==> config.mk <==
export PLATFORM = sky130hd
export DESIGN_NAME = sd_spi_readahead
export DESIGN_NICKNAME = d
export VERILOG_FILES = /design/src/rtl/sdra_pkg.sv /design/src/rtl/sd_ra_fifo.sv /design/src/rtl/sd_spi_readahead.sv
export SDC_FILE = /design/constraint.sdc
export NUM_CORES = 1
export LEC_CHECK = 0
export BUFFER_PORTS_ARGS = -buffer_cell sky130_fd_sc_hd__buf_2
export CAP_MARGIN = 20
export CORE_UTILIZATION = 60
export DETAILED_ROUTE_END_ITERATION = 16
export PLACE_DENSITY = 0.77
export SYNTH_ARGS = -nofsm -noshare
export SYNTH_HDL_FRONTEND = slang
export SYNTH_HIERARCHICAL = 1
export SYNTH_SLANG_ARGS = --single-unit
==> constraint.sdc <==
create_clock -name clk -period 2.8 [get_ports clk]
set_input_delay 0 -clock clk [delete_from_list [all_inputs] [get_ports clk]]
set_output_delay 0 -clock clk [all_outputs]
set_load 0.03 [all_outputs]
==> src/rtl/sdra_pkg.sv <==
// Shared definitions for the DivMMC SD SPI read-ahead engine.
//  - Default I/O port numbers for the SPI data port and the read-ahead arm port.
//  - Engine FSM state encoding.
//  - BYTE_CLKS: system clocks per SPI byte (SCLK = clk/2, 8 bits).
package sdra_pkg;

  localparam logic [7:0]  SPI_PORT_DEF = 8'hEB;
  localparam logic [7:0]  RA_PORT_DEF  = 8'hEF;
  localparam int unsigned BYTE_CLKS    = 16;

  typedef enum logic [1:0] {
    StIdle  = 2'd0,
    StShift = 2'd1,
    StDone  = 2'd2
  } eng_state_e;

endpackage

==> src/rtl/sd_ra_fifo.sv <==
// Read-ahead byte FIFO, DEPTH x 8.
// Ports:
//  clk, rst_n     clock, asynchronous active-low reset
//  push, wdata    write one byte (ignored when full)
//  pop            drop the head byte (ignored when empty)
//  flush          synchronous clear; wins over push/pop in the same cycle
//  rdata          head byte (valid when !empty)
//  full, empty    status
//  count          occupancy, log2(DEPTH)+1 bits
module sd_ra_fifo #(
  parameter int unsigned DEPTH = 4
) (
  input  logic                     clk,
  input  logic                     rst_n,
  input  logic                     push,
  input  logic                     pop,
  input  logic                     flush,
  input  logic [7:0]               wdata,
  output logic [7:0]               rdata,
  output logic                     full,
  output logic                     empty,
  output logic [$clog2(DEPTH):0]   count
);

  localparam int unsigned AW = $clog2(DEPTH);

  logic [7:0]    mem_q [DEPTH];
  logic [AW-1:0] wptr_q, rptr_q;
  logic [AW:0]   count_q;
  logic          do_push, do_pop;

  assign empty   = (count_q == '0);
  // Occupancy never exceeds DEPTH (a power of 2), so the MSB alone marks full.
  assign full    = count_q[AW];
  assign count   = count_q;
  assign rdata   = mem_q[rptr_q];
  assign do_push = push && !full;
  assign do_pop  = pop && !empty;

  always_ff @(posedge clk or negedge rst_n) begin
    if (!rst_n) begin
      wptr_q  <= '0;
      rptr_q  <= '0;
      count_q <= '0;
    end else if (flush) begin
      wptr_q  <= '0;
      rptr_q  <= '0;
      count_q <= '0;
    end else begin
      if (do_push) wptr_q <= wptr_q + AW'(1);
      if (do_pop)  rptr_q <= rptr_q + AW'(1);
      unique case ({do_push, do_pop})
        2'b10:   count_q <= count_q + (AW+1)'(1);
        2'b01:   count_q <= count_q - (AW+1)'(1);
        default: count_q <= count_q;
      endcase
    end
  end

  always_ff @(posedge clk) begin
    if (do_push) mem_q[wptr_q] <= wdata;
  end

endmodule

==> src/rtl/sd_spi_readahead.sv <==
// DivMMC SD SPI engine with read-ahead FIFO.
// Ports:
//  clk, rst_n          system clock (SCLK = clk/2), asynchronous active-low reset
//  a, iorq_n, rd_n,    Z80 low address byte and strobes (strobes asynchronous to clk)
//  wr_n, d_in
//  d_out, d_oe         read data and bus drive enable (d_oe is combinational)
//  wait_n              Z80 WAIT, low = stall
//  sd_sclk, sd_mosi,   SPI pins, SCLK idle 0, MOSI idle 1, MSB first
//  sd_miso
// Build option: define SDRA_WAIT_EN to stall underrunning reads with wait_n; otherwise wait_n
// is tied high and an underrun returns the stale last received byte.
module sd_spi_readahead
  import sdra_pkg::*;
#(
  parameter int unsigned DEPTH    = 4,
  parameter logic [7:0]  SPI_PORT = SPI_PORT_DEF,
  parameter logic [7:0]  RA_PORT  = RA_PORT_DEF
) (
  input  logic       clk,
  input  logic       rst_n,
  input  logic [7:0] a,
  input  logic       iorq_n,
  input  logic       rd_n,
  input  logic       wr_n,
  input  logic [7:0] d_in,
  output logic [7:0] d_out,
  output logic       d_oe,
  output logic       wait_n,
  output logic       sd_sclk,
  output logic       sd_mosi,
  input  logic       sd_miso
);

  localparam int unsigned CW = $clog2(DEPTH) + 1;

  eng_state_e state_q, state_d;

  logic [1:0] rd_sync_q, wr_sync_q;
  logic       rd_prev_q, wr_prev_q;
  logic       rd_act_q, rd_pend_q, wr_pend_q, ra_q;
  logic [7:0] wr_data_q, tx_q, rx_q, last_rx_q;
  logic [8:0] budget_q;
  logic [3:0] cnt_q;

  logic       rd_fall, rd_rise, wr_fall;
  logic       rd_go, rd_end, wr_spi_go, wr_ra_go, flush;
  logic       start_wr, start_rd, start_ra, start_any;
  logic       f_push, f_pop, f_full, f_empty;
  logic [7:0] f_head;
  logic [CW-1:0] f_count;

  // Strobe edge detection on the synchronised, active-low combined strobes.
  assign rd_fall   = rd_prev_q && !rd_sync_q[1];
  assign rd_rise   = !rd_prev_q && rd_sync_q[1];
  assign wr_fall   = wr_prev_q && !wr_sync_q[1];
  assign rd_go     = rd_fall && (a == SPI_PORT);
  // The port decode is latched at the falling edge, so the end of the read does not depend
  // on the address still being valid when rd_n rises.
  assign rd_end    = rd_rise && rd_act_q;
  assign wr_spi_go = wr_fall && (a == SPI_PORT);
  assign wr_ra_go  = wr_fall && (a == RA_PORT);
  assign flush     = wr_spi_go || wr_ra_go;

  // Read-ahead also holds off for one cycle when a read is completing, so a legacy request
  // queued by that read gets the engine first.
  assign start_wr  = (state_q == StIdle) && wr_pend_q;
  assign start_rd  = (state_q == StIdle) && !wr_pend_q && rd_pend_q;
  assign start_ra  = (state_q == StIdle) && !wr_pend_q && !rd_pend_q && (budget_q != '0) &&
                     (f_count < CW'(DEPTH)) && !rd_end && !flush;
  assign start_any = start_wr || start_rd || start_ra;

  assign f_pop     = rd_end && !f_empty;

  assign d_oe  = (a == SPI_PORT) && !iorq_n && !rd_n;
  assign d_out = f_empty ? last_rx_q : f_head;

`ifdef SDRA_WAIT_EN
  assign wait_n = !(d_oe && f_empty && ((budget_q != '0) || ((state_q != StIdle) && ra_q)));
`else
  assign wait_n = 1'b1;
`endif

  sd_ra_fifo #(
    .DEPTH (DEPTH)
  ) u_fifo (
    .clk   (clk),
    .rst_n (rst_n),
    .push  (f_push),
    .pop   (f_pop),
    .flush (flush),
    .wdata (rx_q),
    .rdata (f_head),
    .full  (f_full),
    .empty (f_empty),
    .count (f_count)
  );

  push_never_full: assert property (@(posedge clk) disable iff (!rst_n) !(f_push && f_full));

  // FSM state register.
  always_ff @(posedge clk or negedge rst_n) begin
    if (!rst_n) state_q <= StIdle;
    else        state_q <= state_d;
  end

  // FSM next state.
  always_comb begin
    state_d = state_q;
    unique case (state_q)
      StIdle:  if (start_any) state_d = StShift;
      StShift: if (cnt_q == 4'(BYTE_CLKS - 1)) state_d = StDone;
      StDone:  state_d = StIdle;
      default: state_d = StIdle;
    endcase
  end

  // FSM outputs.
  always_comb begin
    sd_sclk = 1'b0;
    sd_mosi = 1'b1;
    f_push  = 1'b0;
    unique case (state_q)
      StShift: begin
        sd_sclk = cnt_q[0];
        sd_mosi = tx_q[7];
      end
      StDone:  f_push = ra_q;
      default: ;
    endcase
  end

  // Synchronisers, request bookkeeping and shift datapath.
  always_ff @(posedge clk or negedge rst_n) begin
    if (!rst_n) begin
      rd_sync_q <= 2'b11;
      wr_sync_q <= 2'b11;
      rd_prev_q <= 1'b1;
      wr_prev_q <= 1'b1;
      rd_act_q  <= 1'b0;
      rd_pend_q <= 1'b0;
      wr_pend_q <= 1'b0;
      wr_data_q <= 8'hFF;
      budget_q  <= '0;
      ra_q      <= 1'b0;
      cnt_q     <= '0;
      tx_q      <= 8'hFF;
      rx_q      <= 8'hFF;
      last_rx_q <= 8'hFF;
    end else begin
      rd_sync_q <= {rd_sync_q[0], iorq_n | rd_n};
      wr_sync_q <= {wr_sync_q[0], iorq_n | wr_n};
      rd_prev_q <= rd_sync_q[1];
      wr_prev_q <= wr_sync_q[1];

      if (rd_go)        rd_act_q <= 1'b1;
      else if (rd_rise) rd_act_q <= 1'b0;

      if (wr_spi_go) begin
        wr_pend_q <= 1'b1;
        wr_data_q <= d_in;
      end else if (start_wr) begin
        wr_pend_q <= 1'b0;
      end

      if (rd_end && f_empty && (budget_q == '0)) rd_pend_q <= 1'b1;
      else if (start_rd)                         rd_pend_q <= 1'b0;

      if (wr_spi_go)     budget_q <= '0;
      else if (wr_ra_go) budget_q <= {1'b0, d_in} + 9'd1;
      else if (start_ra) budget_q <= budget_q - 9'd1;

      // A flush also drops the byte in flight so it never lands in the emptied FIFO.
      if (flush)          ra_q <= 1'b0;
      else if (start_any) ra_q <= start_ra;

      if (start_any) begin
        cnt_q <= '0;
        tx_q  <= start_wr ? wr_data_q : 8'hFF;
      end else if (state_q == StShift) begin
        cnt_q <= cnt_q + 4'd1;
        // cnt_q[0] high means SCLK falls at this edge: sample MISO, then present next MOSI bit.
        if (cnt_q[0]) begin
          rx_q <= {rx_q[6:0], sd_miso};
          tx_q <= {tx_q[6:0], 1'b1};
        end
      end

      if (state_q == StDone) last_rx_q <= rx_q;
    end
  end

endmodule

==> results of run 1 <==
==> layer usage <==
layer,up-vias,wire length [um],part of all wire,track usage
met5,-,0,0,0
met1,1533,3820,0.44,0.309
met2,59,4520,0.52,0.402
met4,0,195,0.022,0.121
met3,17,238,0.027,0.0311
li1,1420,-,-,-
==> registers in the layout (all words and copies together) (netlist names) <==
name	cells
rd_pend_q	1
last_rx_q	8
rx_q	8
tx_q	8
cnt_q	4
state_q	2
u_fifo/count	3
wr_prev_q	1
wr_sync_q	2
budget_q	9
rd_prev_q	1
u_fifo/rptr_q	2
u_fifo/wptr_q	2
u_fifo/mem_q	32
rd_sync_q	2
rd_act_q	1
ra_q	1
wr_data_q	8
wr_pend_q	1
==> metrics by stage <==
step           hold slack, ns  std cells
2_1_floorplan          -0.296        355
3_3_place_gp            0.193        477
3_5_place_dp            0.195        477
4_1_cts                 0.233        508
5_1_grt                 0.233        509
6_report                0.161        509
==> kinds of logic after synthesis <==
group                    after synthesis  synth area share
AO/OA/AOI/OAI                         60            0.0976
XOR/XNOR                              10            0.0190
adder cells (fa/ha/maj)                8            0.0234
buffers and inverters                 29            0.0299
flip-flops                            96             0.567
multiplexers                          42             0.122
other                                  1          0.000815
AND/OR/NAND/NOR                      109             0.140
==> worst paths after layout <==
path                                             start                           end  slack [ns]  cells past startpoint
min in group clk                                  a[7]       budget_q[4]$_DFFE_PN0P_        0.24                      5
worst min-delay path                             rst_n  u_fifo/rptr_q[1]$_DFFE_PN0P_        0.16                      2
max in group asynchronous                        rst_n           rx_q[5]$_DFFE_PN1P_        1.98                      3
worst max-delay path            state_q[1]$_DFFE_PN0P_   u_fifo/count[1]$_DFFE_PN0P_        0.39                     10
worst min register to register  rd_sync_q[0]$_DFF_PN1_        rd_sync_q[1]$_DFF_PN1_        0.36                      0
worst max register to register  state_q[1]$_DFFE_PN0P_   u_fifo/count[1]$_DFFE_PN0P_        0.39                     10
==> power groups by stage <==
stage / logic [mW] / clock network [mW] / registers (mW)
2_1_floorplan: 0.980 / 0 / 2.02
6_report: 1.14 / 0.898 / 2.15
3_3_place_gp: 1.09 / 0 / 2.15
4_1_cts: 1.15 / 0.909 / 2.15
5_1_grt: 1.26 / 0.963 / 2.19
3_5_place_dp: 1.13 / 0 / 2.17
==> area by class of cell <==
| class | instances | area [um^2] | area share |
|---|---|---|---|
| Clock buffer | 9 | 124 | 0.0237 |
| Clock inverter | 7 | 73.8 | 0.0141 |
| Inverter | 13 | 48.8 | 0.00934 |
| Multi-Input combinational cell | 230 | 1850 | 0.355 |
| Sequential cell | 96 | 2610 | 0.500 |
| Tap cell | 99 | 124 | 0.0237 |
| Timing Repair Buffer | 55 | 390 | 0.0747 |
==> timing repair <==
item                                   in CTS  in global routing
setup buffers                               0                  0
endpoints found under the hold margin      40                  0
hold buffers                               15                  0
==> placed cells by master, fill, tap and decap left out, types with 4 or more instances in the layout <==
cell and count:
sky130_fd_sc_hd__o21ai_0 13, sky130_fd_sc_hd__mux4_2 8, sky130_fd_sc_hd__buf_2 32, sky130_fd_sc_hd__xnor2_1 5, sky130_fd_sc_hd__nand3_1 15, sky130_fd_sc_hd__inv_1 12, sky130_fd_sc_hd__a31oi_1 8, sky130_fd_sc_hd__mux2_2 32
sky130_fd_sc_hd__dlygate4sd3_1 15, sky130_fd_sc_hd__o311ai_1 4, sky130_fd_sc_hd__and2_1 6, sky130_fd_sc_hd__nor2_1 18, sky130_fd_sc_hd__ha_1 7, sky130_fd_sc_hd__nor2b_1 5, sky130_fd_sc_hd__xor2_1 5, sky130_fd_sc_hd__dfrtp_1 26
sky130_fd_sc_hd__nand4_1 9, sky130_fd_sc_hd__a21oi_1 5, sky130_fd_sc_hd__edfxtp_1 32, sky130_fd_sc_hd__clkbuf_8 9, sky130_fd_sc_hd__or2_2 5, sky130_fd_sc_hd__buf_4 7, sky130_fd_sc_hd__dfstp_2 38, sky130_fd_sc_hd__nand2_1 20
==> worst max-delay path, delay by kind of cell, from the launching register on <==
kind                     cells  cell delay (ns)
flip-flops                   1             0.44
adder cells (fa/ha/maj)      1             0.52
AO/OA/AOI/OAI                4             0.60
AND/OR/NAND/NOR              5             0.77
==> Yosys cell counts (all sizes together) (7+ instances only) <==
master   n  share of area
a31oi    9          0.015
buf      7          0.012
clkbuf   9         0.0073
dfrtp   26           0.14
dfstp   38           0.22
edfxtp  32           0.21
ha       7          0.019
inv     13          0.011
mux2    32          0.078
mux4     8          0.039
nand2   20          0.016
nand3   16          0.018
nand4    9          0.012
nor2    20          0.017
o21ai   16          0.018
==> results.md, run 1 <==
Timing:
- The worst pin sits at a relative slew slack of 0.526.
- The final hold violation count is 0.
- In the post-route analysis, the smallest setup slack over all paths is around 0.39 ns.
- Setup repair after global routing left no endpoint under its margin.
- For the final routed database, the setup TNS stands at 0 ns.
- The number of pins with negative max-slew slack in the final report is 0.
- The final number of setup-violating endpoints is 0.
- The timing-limited maximum frequency is just over 400 MHz.
- The slew of the pin with the lowest slew margin is approximately 0.71 ns.
- Of the available clock period, the critical path in the final layout requires 0.860.
- Between clock sinks in the finished design, the worst skew comes to ~0.010 ns.
- After layout, the minimum clock period comes to approximately 2.4 ns.

Detailed routing:
- The routed wirelength normalized by instance count is ~17 um.
- The first-iteration detailed-routing DRC count is roughly 180.
- The count of nets left with antenna violations after detail routing is 0.
- Dividing the detail-routed via count by the number of cells gives about 6.0.
- Detailed routing inserted a total of approximately 3.0k vias.
- After detailed routing, the number of remaining DRC violations is 0.
- The number of optimization iterations in the first detailed-route pass is 4.
- The final layout contains routed wiring with a total length of about 8.8 mm.

Global routing:
- The number of global-route vias before repair is 2920.
- The global routing usage summed across all routing layers is 0.240.
- The initial antenna violation count is 0.
- After global routing the overflow that remains totals 0.
- Entering global routing, the biggest net connects 47 pins.
- The first-pass GRT wire length is roughly 14 mm.

Floorplan:
- The die is around 90 um tall.
- The floorplan step defined a die boundary enclosing between 8000 and 9000 um^2.
- The die outline width is around 90 um.
- For this configuration, the core starts out at a cell density of 0.628.
- The I/O pin count is 34.
- The area of the placeable core is 7330 um^2.
- The count of standard-cell rows is 31.

Clock network:
- TritonCTS built the clock tree.
- After clock tree synthesis, the clock-pin slew on the worst setup and hold paths is roughly 0.10 ns.
- The depth of the CTS H-tree is 3.
- The clock passes through at most 2 buffers.
- The buffer type at the clock tree root is sky130_fd_sc_hd__clkbuf_8.
- At the later pin of the worst-skew pair, clock insertion delay measures around 0.37 ns.
- Post-CTS repair changed the size of 0 cells.
- The number of buffers added by the clock tree synthesis step is 9.
- CTS saw 96 sinks.

Setup path:
- STA puts the critical path data required time at slightly above 3 ns.
- The cell that appears most often on the critical path is sky130_fd_sc_hd__nor2_1.
- The endpoint kind of the worst setup timing path is a flop.
- The maximum net fanout on the critical path is 7.
- The largest stage delay on the critical path is between 0.5 and 0.6 ns.
- The critical path goes through nor2b_1 -> and2_1 -> nor2_2 -> nor2_1 -> nor2_1 -> fa_1 -> o21ai_2 -> a31oi_1 -> o32ai_1 -> a311oi_1.
- The critical path is of the flop to flop type.
- The cell at the slowest stage of the critical path is sky130_fd_sc_hd__fa_1.
- Data on the critical path arrives at its endpoint at roughly 2.7 ns.
- The worst setup path is launched from a flop.

Synth:
- Counting flops with a built-in enable in the synthesized netlist gives 32.
- When the netlist entered floorplanning its net count stood at just under 400.
- The post-synthesis cell area is roughly 4600 um^2.
- In this run the mean area of a mapped cell was approximately 13 um^2.
- The async set or reset register ratio after synthesis is 0.667.
- The flip-flop and latch count after synthesis is 96.
- The dominant synthesized flop cell is sky130_fd_sc_hd__dfstp_2.
- Yosys mapped the design onto 69 distinct sky130hd cell types.
- The sequential cell area fraction in the yosys report is 0.567.
- For this run, the number of Yosys warnings is 6.
- The gate count after technology mapping is approximately 360.

Run:
- The max-cap check violation count is 0.

Place:
- The cell area after placement is 4850 um^2.
- The count of input and output buffers is 32.
- At the end of routability-driven placement, the weighted congestion stood at 0.840.
- The sum of net half-perimeters after detailed placement is about 6 mm.
- The setup slack at placement is approximately 0.4 ns.

Pwr:
- The sequential share of power is 0.513.
- The largest vdd supply drop is roughly 0.00034 V.
- The switching part of the total power is 0.343.
- The overall power is approximately 4.2 mW.
- The part of the power in combinational logic is 0.272.
- The clock network power share is 0.215.
- The internal power consumption is approximately 2.7 mW.
- The switching power is about 1.4 mW.
- The areal power density over the cells is around 800 nW/um^2.
- The leakage dissipation is 2.02 nW.

Cells and area:
- The number of filler cells placed in the layout is ~510.
- The repair_antennas step left the layout with diodes totalling 0.
- For this run, the share of the core covered by cells in the final layout is 0.713.
- The area growth from synthesis to final layout is 13.5%.
- Of the cells placed in the final design, the portion with a size suffix greater than 1 is 0.378.
- Summing all non-filler instances in the final layout gives an area of 5230 um^2.
- The net count of the finished layout is about 440.

Status:
- The flow ran to the end, and the final reports show no timing, DRC or antenna violations.

Hold path:
- The worst min-delay path class is input pin to asynchronous set/reset pin.
(Power assumes the default switching activity.)
==> inputs of run 2 (changes only) <==
- CELL_PAD_IN_SITES_DETAIL_PLACEMENT: default -> 0
- CELL_PAD_IN_SITES_GLOBAL_PLACEMENT: default -> 1
- CORE_UTILIZATION: 60 -> 49
==> results.md, run 2 (synthesis results as in run 1) <==
Setup path:
- The required time of the worst setup path is 3.04 ns (-0.03 ns).
- The cell at the slowest stage of the critical path is sky130_fd_sc_hd__dfstp_2.
- The critical path goes through and3b_1 -> nor2b_1 -> inv_1 -> nor2_1 -> fa_1 -> o21ai_2 -> a31oi_1 -> o32ai_1 -> a311oi_1.
- The arrival time at the worst endpoint was 2.59 ns (-0.09 ns).
- Among cell families on the critical path, the largest total delay comes from simple AND/OR/NAND/NOR gates.
- The largest stage delay on the critical path is 0.56 ns (+0.04 ns).
- The path depth of the worst reg2reg path came to 9 (-1).
- The worst setup path is launched from a flop.
- The startpoint identified for the worst register-to-register timing path is rd_sync_q[1]$_DFF_PN1_.
- The maximum net fanout on the critical path is 4 (-3).
- In this run the critical register-to-register path is captured at u_fifo/count[1]$_DFFE_PN0P_.
- The critical path is of the flop to flop type.
- The count of buffer and inverter cells on the critical path came to 1 (+1).
- The number of stages on the worst setup path is 9 (-1).
- STA classifies the critical path endpoint as a flop.
- The destination of the critical timing path is u_fifo/count[1]$_DFFE_PN0P_.
- Tracing the worst setup path back leads to its startpoint at rd_sync_q[1]$_DFF_PN1_.
- The reg-to-reg setup timing slack is 0.45 ns (+0.06 ns).

Cells and area:
- The register ranked first by flip-flop count is u_fifo/mem_q.
- The utilization after layout is 0.589 (-0.124).
- Compared with the post-synthesis result, the final layout area differs by 13.8%.
- The number of filler cells placed in the layout is 701 (+38%).
- The final layout net count is 436 (+0.23%).
- In the layout the commonest cells are 38 x sky130_fd_sc_hd__dfstp_2, 32 x sky130_fd_sc_hd__mux2_2, 32 x sky130_fd_sc_hd__buf_2, 32 x sky130_fd_sc_hd__edfxtp_1, 26 x sky130_fd_sc_hd__dfrtp_1.
- The flip-flop count of the largest register after layout is 32 (unchanged).
- The area of all sequential standard cells is 2610 um^2 (unchanged).
- The largest registers in the layout are u_fifo/mem_q: 32 flops, budget_q: 9 flops.
- The final instance area was 5240 um^2 (+0.26%).
- The layout cell share with drive strength beyond 1 is 0.380 (+0.00151).
- The number of cells in the finished layout apart from fillers came to 519 (+2.0%).
- The total inserted antenna cells came to 0 (unchanged).
- The area taken by multi-input logic gates is 1850 um^2 (unchanged).
- The most common cell after layout, fill and taps aside is sky130_fd_sc_hd__dfstp_2.

Timing:
- The number of pins with negative max-slew slack in the final report came to 0 (unchanged).
- The final hold violation count is 0 (unchanged).
- The timing-limited maximum frequency is 425 MHz (+2.4%).
- The final number of setup-violating endpoints is 0 (unchanged).
- The aggregate negative setup slack is 0 ns (unchanged).
- The time the worst path needs with I/O delays and setup was 2.35 ns (-0.0554 ns).
- The setup slack after layout was 0.448 ns (+0.0554 ns).
- The tightest hold margin is 0.144 ns (-0.0167 ns).
- The final worst clock skew is 0.0121 ns (+0.00157 ns).
- The remaining max-slew budget at the tightest pin is 0.498 (-0.0280).
- The slew of the pin with the lowest slew margin was 0.748 ns (+0.0417 ns).
- The ratio of final minimum period to clock period came to 0.840 (-0.0198).
- Setup repair after global routing left no endpoint under its margin.

Global routing:
- The initial antenna violation count was 0 (unchanged).
- The largest net degree at the start of global routing is 45 (-4.3%).
- The global routing usage summed across all routing layers is 0.202 (-0.0375).
- The overflow left after global routing was 0 (unchanged).
- The first-pass GRT wire length came to 15.4 mm (+9.0%).
- The number of global-route vias before repair came to 3103 (+6.3%).

Floorplan:
- The vertical extent of the die was 98.9 um (+10%).
- The I/O pin count is 34 (unchanged).
- The die outline width is 98.9 um (+10%).
- The effective utilization at floorplan is 0.518 (-0.110).
- The area of the placeable core is 8890 um^2 (+21%).
- The count of standard-cell rows is 34 (+9.7%).
- The die footprint was 9780 um^2 (+22%).

Detailed routing:
- The first-iteration detailed-routing DRC count is 73 (-60%).
- The total number of vias is 2995 (-1.1%).
- The routed wirelength normalized by instance count is 17.3 um (+0.50%).
- The number of optimization iterations in the first detailed-route pass is 4 (unchanged).
- The total wire length is 9.00 mm (+2.5%).
- The count of nets left with antenna violations after detail routing is 0 (unchanged).
- The mean number of vias per cell is 5.77 (-3.0%).
- The number of DRC violations after detailed routing is 0 (unchanged).

Pwr:
- The leakage dissipation is 2.03 nW (+0.23%).
- The areal power density over the cells is 798 nW/um^2 (-0.33%).
- The overall power is 4.18 mW (about the same).
- The largest vdd supply drop came to 0.000326 V (-3.7%).

Clock network:
- The number of buffers added by the clock tree synthesis step is 9 (unchanged).
- The count of cells resized by post-cts repair is 0 (unchanged).
- The clock-pin slew on the worst setup and hold paths is 0.11 ns (about the same).
- The worst-case clock buffer depth is 2 (unchanged).
- The number of clock sinks came to 96 (unchanged).
- The latest clock arrival within the worst-skew pair is 0.37 ns (about the same).
- The TritonCTS clock tree is yes.
- The tree is rooted in a sky130_fd_sc_hd__clkbuf_8.
- The depth of the CTS H-tree is 3 (unchanged).

Run:
- The max-cap check violation count is 0 (unchanged).

Place:
- The sum of net half-perimeters after detailed placement is 5.97 mm (-0.67%).
- The cell area after placement is 4870 um^2 (+0.39%).
- The cell total after placement is 487 (+2.1%).
- The placer's final routability congestion estimate is 0.824 (-1.8%).
- The setup slack at placement is 0.456 ns (+0.0463 ns).
- The count of input and output buffers was 32 (unchanged).

Status:
- The run finished with clean final reports.

Hold path:
- The tightest min-delay check is of the input pin to asynchronous set/reset pin type.
## run 2: where the power goes
group | switching (mW) | internal [mW] | leakage, nW
sequential | 0.293 | 1.85 | 0.986
combinational | 0.604 | 0.547 | 0.943
clock | 0.536 | 0.351 | 0.100
## run 2: layout make-up
cell class / count / share of cell area
Clock inverter: 7 / 0.0131
Tap cell: 108 / 0.0258
Sequential cell: 96 / 0.498
Multi-Input combinational cell: 230 / 0.354
Timing Repair Buffer: 56 / 0.0759
Inverter: 13 / 0.00931
Clock buffer: 9 / 0.0236
## run 2: timing repair
action | in CTS | in global routing
setup buffers | 0 | 0
hold endpoints to repair | 40 | 0
hold buffers | 15 | 0
## run 2: worst reg2reg max path, stage by stage, from the launching register on
cell and delay [ns]:
sky130_fd_sc_hd__dfstp_2 0.56, sky130_fd_sc_hd__and3b_1 0.25, sky130_fd_sc_hd__nor2b_1 0.19, sky130_fd_sc_hd__inv_1 0.10
sky130_fd_sc_hd__nor2_1 0.14, sky130_fd_sc_hd__fa_1 0.46, sky130_fd_sc_hd__o21ai_2 0.14, sky130_fd_sc_hd__a31oi_1 0.05
sky130_fd_sc_hd__o32ai_1 0.25, sky130_fd_sc_hd__a311oi_1 0.08
## run 2: how the worst min path moves through the flow
stage	from	endpoint	slack, ns	cells after the start
CTS	a[7]	budget_q[7]$_DFFE_PN0P_	0.23	5
global route	rst_n	u_fifo/count[2]$_DFFE_PN0P_	0.19	2
global placement	wr_n	wr_sync_q[0]$_DFF_PN1_	0.19	2
finish	rst_n	u_fifo/count[2]$_DFFE_PN0P_	0.14	2
floorplan	rst_n	budget_q[0]$_DFFE_PN0P_	-0.30	0
detailed placement	wr_n	wr_sync_q[0]$_DFF_PN1_	0.19	2
## run 2: metal layers
metal  vias to the layer above  track usage  wire length (um)
met5                         -            0                 0
met3                        12       0.0277               262
met4                         0       0.0677               140
li1                       1425            -                 -
met1                      1494        0.252              4000
met2                        64        0.363              4600
